## src/rtl/ark_round_stage.sv

```systemverilog
`default_nettype none
// ============================================================================
// Module   : ark_round_stage
// Purpose  : AddRoundKey stage after MixColumns; XORs each beat with the key
//            of the current round and queues it in a 2-entry output buffer.
// Revision : 1.0 - initial release
// ============================================================================
module ark_round_stage #(
  parameter int NR = 10
) (
  input  logic         clk,
  input  logic         rst_n,
  input  logic         key_we,
  input  logic [3:0]   key_addr,
  input  logic [127:0] key_wdata,
  output logic         key_err,
  input  logic         flush,
  input  logic         in_valid,
  output logic         in_ready,
  input  logic [127:0] in_data,
  input  logic         in_indx,
  output logic         out_valid,
  input  logic         out_ready,
  output logic [127:0] out_data,
  output logic         out_indx,
  output logic [3:0]   out_round,
  output logic         out_last
);

  localparam logic [3:0] c_nr = 4'(NR);

  logic [127:0] r_key [0:NR];
  logic         r_key_err;
  logic [3:0]   r_rnd;
  logic [1:0]   r_count;

  logic [127:0] r_h_data;
  logic         r_h_indx;
  logic [3:0]   r_h_round;
  logic         r_h_last;
  logic [127:0] r_t_data;
  logic         r_t_indx;
  logic [3:0]   r_t_round;
  logic         r_t_last;

  logic         w_push;
  logic         w_pop;
  logic [127:0] w_new_data;
  logic         w_new_last;

  // Each key register decodes its own address, so out-of-range writes hit nothing.
  generate
    for (genvar k = 0; k <= NR; k++) begin : g_key
      always_ff @(posedge clk or negedge rst_n) begin
        if (!rst_n) begin
          r_key[k] <= '0;
        end else if (key_we && (key_addr == 4'(k))) begin
          r_key[k] <= key_wdata;
        end
      end
    end
  endgenerate

  always_ff @(posedge clk or negedge rst_n) begin
    if (!rst_n) begin
      r_key_err <= 1'b0;
    end else begin
      r_key_err <= key_we && (key_addr > c_nr);
    end
  end

  assign in_ready   = (r_count != 2'd2) && !flush;
  assign w_push     = in_valid && in_ready;
  assign w_pop      = (r_count != 2'd0) && out_ready;
  assign w_new_data = in_data ^ r_key[r_rnd];
  assign w_new_last = (r_rnd == c_nr);

  always_ff @(posedge clk or negedge rst_n) begin
    if (!rst_n) begin
      r_rnd     <= '0;
      r_count   <= '0;
      r_h_data  <= '0;
      r_h_indx  <= 1'b0;
      r_h_round <= '0;
      r_h_last  <= 1'b0;
      r_t_data  <= '0;
      r_t_indx  <= 1'b0;
      r_t_round <= '0;
      r_t_last  <= 1'b0;
    end else if (flush) begin
      r_rnd   <= '0;
      r_count <= '0;
    end else begin
      if (w_push) begin
        r_rnd <= w_new_last ? 4'd0 : r_rnd + 4'd1;
      end
      case ({w_push, w_pop})
        // Only reachable at count 1: the new beat replaces the departing head.
        2'b11: begin
          r_h_data  <= w_new_data;
          r_h_indx  <= in_indx;
          r_h_round <= r_rnd;
          r_h_last  <= w_new_last;
        end
        2'b10: begin
          if (r_count == 2'd0) begin
            r_h_data  <= w_new_data;
            r_h_indx  <= in_indx;
            r_h_round <= r_rnd;
            r_h_last  <= w_new_last;
          end else begin
            r_t_data  <= w_new_data;
            r_t_indx  <= in_indx;
            r_t_round <= r_rnd;
            r_t_last  <= w_new_last;
          end
          r_count <= r_count + 2'd1;
        end
        2'b01: begin
          r_h_data  <= r_t_data;
          r_h_indx  <= r_t_indx;
          r_h_round <= r_t_round;
          r_h_last  <= r_t_last;
          r_count   <= r_count - 2'd1;
        end
        default: begin
        end
      endcase
    end
  end

  assign key_err   = r_key_err;
  assign out_valid = (r_count != 2'd0);
  assign out_data  = r_h_data;
  assign out_indx  = r_h_indx;
  assign out_round = r_h_round;
  assign out_last  = r_h_last;

endmodule
`default_nettype wire
```

## config.mk

```make
export PLATFORM = sky130hd
export DESIGN_NAME = ark_round_stage
export DESIGN_NICKNAME = d
export VERILOG_FILES = /design/src/rtl/ark_round_stage.sv
export SDC_FILE = /design/constraint.sdc
export NUM_CORES = 2
export LEC_CHECK = 0
export ABC_AREA = 1
export CORE_MARGIN = 2
export CORE_UTILIZATION = 30
export DETAILED_ROUTE_END_ITERATION = 8
export PLACE_DENSITY_LB_ADDON = 0.1
export RECOVER_POWER = 100
export SLEW_MARGIN = 10
export SYNTH_ARGS = -nofsm -noshare
export SYNTH_HDL_FRONTEND = slang
export SYNTH_SLANG_ARGS = --single-unit
```

## constraint.sdc

```tcl
create_clock -name clk -period 1.6 [get_ports clk]
set_input_delay 0.48 -clock clk [delete_from_list [all_inputs] [get_ports clk]]
set_output_delay 0.48 -clock clk [all_outputs]
set_load 0.05 [all_outputs]
```

==> qor.yml <==
run_status:
  outcome: "finished with violations"
  violations: "setup timing"
synth:
  synth_compound_area_share_pct: 10.6
  synth_fa_ha_area_share_pct: 0.0313
  synth_area_leaders: "dfrtp_1 (53%), nand2_1 (19%), o21ai_0 (9.7%), nand3_1 (7.3%), inv_1 (4.9%)"
  synth-seq-cells: 1683
  yosys_warnings: 0
  synth_area_mm2: 0.0800
  synthMuxAreaShare_pct: 0
  yosysSeqAreaShare_pct: 52.7
  syn_nets: 10943
  synth_cell_types: 26
  synthFlopType: "dfrtp_1"
  synth_top_cell_area_share_pct: 52.7
  synth_xor_area_share_pct: 0.0438
  netlist_instances: 10674
  synth-simple-area-share_pct: 27.9
  synth_top_family_by_area: "simple AND/OR/NAND/NOR gates"
  synth_edf_count: 0
  avgSynthCellArea_um2: 7.49
  postSynth.asyncResetShare_pct: 100
  synth_top_area_cell: "dfrtp_1"
timing:
  slew_headroom_pct: 46.7
  final_max_slew_viol_count: 0
  finalSetupViolCount: 2507
  finalHoldViolCount: 0
  rsz0062_at_grt: "true"
  finClkSkew_ps: 46.7
  finalCritPeriodShare_pct: 138
  setup_slack_ps: -606
  fin_crit_ps: 2210
  fmax_ghz: 0.453
  worstMarginPinSlew_ps: 799
placement:
  dp_hpwl_um: 188000
  port_buffers: 403
  gp_congestion: 0.801
  dpl.cell_count: 14665
  place_area_mm2: 0.0956
setup_path:
  critPathLaunchType: "register"
  crit_fanout: 13
  worstSetupPathType: "reg2reg"
  worst_path_most_repeated_cell: "nand2_1"
  crit_start: "r_rnd[0]"
  r2r-start: "r_rnd[0]"
  max_stage_delay_ps: 620
  required_ps: 2320
  timing.critical_path.cells: "clkinv_8 -> buf_12 -> buf_4 -> nand2_1 -> nand2_1 -> nand2_1 -> nand3_1 -> nand3_2 -> nand2_1 -> nand2_2 -> nand3_2 -> nand2_1 -> nand2_1"
  cp_slowest_cell: "dfrtp_4"
  arrival_ps: 2930
  endpoint_kind: "register"
floorplan:
  core_area_mm2: 0.265
  die_x_um: 520
  dieArea_mm2: 0.271
  start_util_pct: 30.2
  rows: 189
  dieHeight_um: 520
  io_pins: 404
cells_and_area:
  nFillCells: 26960
  area_delta_synth_final_pct: 34.7
  final_cells: 15198
  layout_common_cells: "nand2_1 (3,875), dfrtp_1 (1,679), o21ai_0 (1,501)"
  final_util_pct: 40.7
  drive_gt1_share_pct: 15.6
  nNetsFinal: 11769
  fin_area_mm2: 0.108
  layout_commonest_cell: "nand2_1"
power_and_ir_drop:
  p_leak_nw: 54.2
  peakVddDrop_mv: 1.05
  total_power_mw: 166
  p_sw_mw: 59.7
  seq_power_share_pct: 35.7
  pwr-share-clk_pct: 28.4
  p_per_area_mw_per_mm2: 1540
  netSwitchingFraction_pct: 35.9
  combPwrFrac_pct: 35.9
  internal_power_mw: 107
routing:
  firstDrtPassIters: 5
  postRouteAntennaNets: 0
  routed_wl_um: 293000
  vias_per_cell: 4.74
  drc: 0
  route.detailed.wl_per_inst_um: 19.3
  drt_first_iter_violations: 5318
  num_vias: 72043
clock_network:
  cts_buffers: 203
  clk_pin_slew_ps: 60
  cts_tree: "built"
  cts_max_level: 4
  clk_latency_ps: 850
  numClockSinks: 1683
  clockBufferDepth: 3
  clock_tree.root_cell: "clkbuf_16"
job:
  cap_violations: 0
hold_path:
  hp-start: "in_indx"
  hold_path.class: "in2reg"
grt:
  grt_pass1_vias: 70615
  grt_pass1_wl_um: 448000
  gr-total-overflow: 0
  antenna_found_initial: 8
  grt_usage_pct: 21.3
  grt_max_degree: 82
-- power by group through the flow --
stage	clock network (mW)	logic (mW)	registers, mW
2_1_floorplan	0	25.1	63.3
3_3_place_gp	0	51.9	59.7
3_5_place_dp	0	52.3	59.9
4_1_cts	48.5	58.6	59.3
5_1_grt	50.3	65.9	60.7
6_report	47.2	59.7	59.4
-- critical path: cells and delay by family, from the launching register on --
| family | cells | cell delay (ps) |
|---|---|---|
| simple gates | 10 | 830 |
| buf+inv | 3 | 590 |
| flops | 1 | 620 |
-- logic make-up after synthesis --
| family | Yosys count |
|---|---|
| buf+inv | 1736 |
| simple gates | 5565 |
| flops | 1683 |
| xor+xnor | 4 |
| fa+ha+maj | 2 |
| compound gates | 1684 |
-- per-stage QoR --
stage | setup WS [ps] | hold WS (ps) | setup TNS, ps
3_3_place_gp | -898 | 460 | -1116040
6_report | -606 | 250 | -471350
4_1_cts | -705 | 164 | -200300
2_1_floorplan | -145 | 184 | -32190
3_5_place_dp | -905 | 465 | -1115030
5_1_grt | -693 | 223 | -615940
-- final cells by class --
type,instances,area [um2],share of cell area [%]
timing repair buffer,1311,17300,16.1
multi-input combinational,7255,33000,30.7
sequential,1683,42100,39.1
clock buffer,307,6120,5.68
inverter,1043,3970,3.69
tap,3533,4420,4.10
clock inverter,58,687,0.637
timing repair inverter,3,52.6,0.0488
antenna,5,12.5,0.0116
-- final timing paths --
kind                                      end  slack, ps  cells after the start
worst max-delay path            out_data[102]       -610                     13
worst min-delay path                 r_t_indx        250                      3
worst max register to register  out_data[102]       -610                     13
worst min register to register  r_t_data[119]        480                      2
max in group asynchronous          r_key[185]       -200                      4
min in group asynchronous         r_t_data[2]        850                      3
-- flip-flops by register name, indices dropped and copies added (netlist names) --
register,flops
r_t_data,128
r_key,1408
out_last,1
r_t_indx,1
out_data,128
r_count,2
r_rnd,4
out_round,4
r_t_round,4
key_err,1
out_indx,1
r_t_last,1
-- Yosys cell counts (2+ instances only) --
| cell | instances |
|---|---|
| inv_2 | 3 |
| nor2_1 | 401 |
| o22ai_1 | 3 |
| a31oi_1 | 6 |
| inv_1 | 1039 |
| dfrtp_1 | 1683 |
| nand2_1 | 4001 |
| buf_2 | 249 |
| nand3_1 | 1159 |
| xnor2_1 | 2 |
| buf_1 | 52 |
| buf_4 | 44 |
| o21ai_0 | 1554 |
| clkbuf_1 | 346 |
| ha_1 | 2 |
| o21ai_1 | 118 |
| buf_6 | 2 |
| xor2_1 | 2 |
-- timing repair --
| action | CTS | global route |
|---|---|---|
| setup endpoints to repair | 407 | 590 |
| buffers inserted | 94 | 13 |
| gates cloned | 51 | 16 |
| hold buffers | 1 | 0 |
| resized for setup | 453 | 303 |
| pin swaps | 148 | 94 |
| endpoints found under the hold margin | 904 | 0 |
-- metal layers --
layer	track usage (%)	share of wire, %	up-vias
li1	-	-	35283
met1	29.9	47	34960
met2	35.2	47	1467
met3	2.27	3.7	333
met4	4.67	2.2	0
met5	0	0	-
Note: power is estimated with default switching activity, not from simulation.
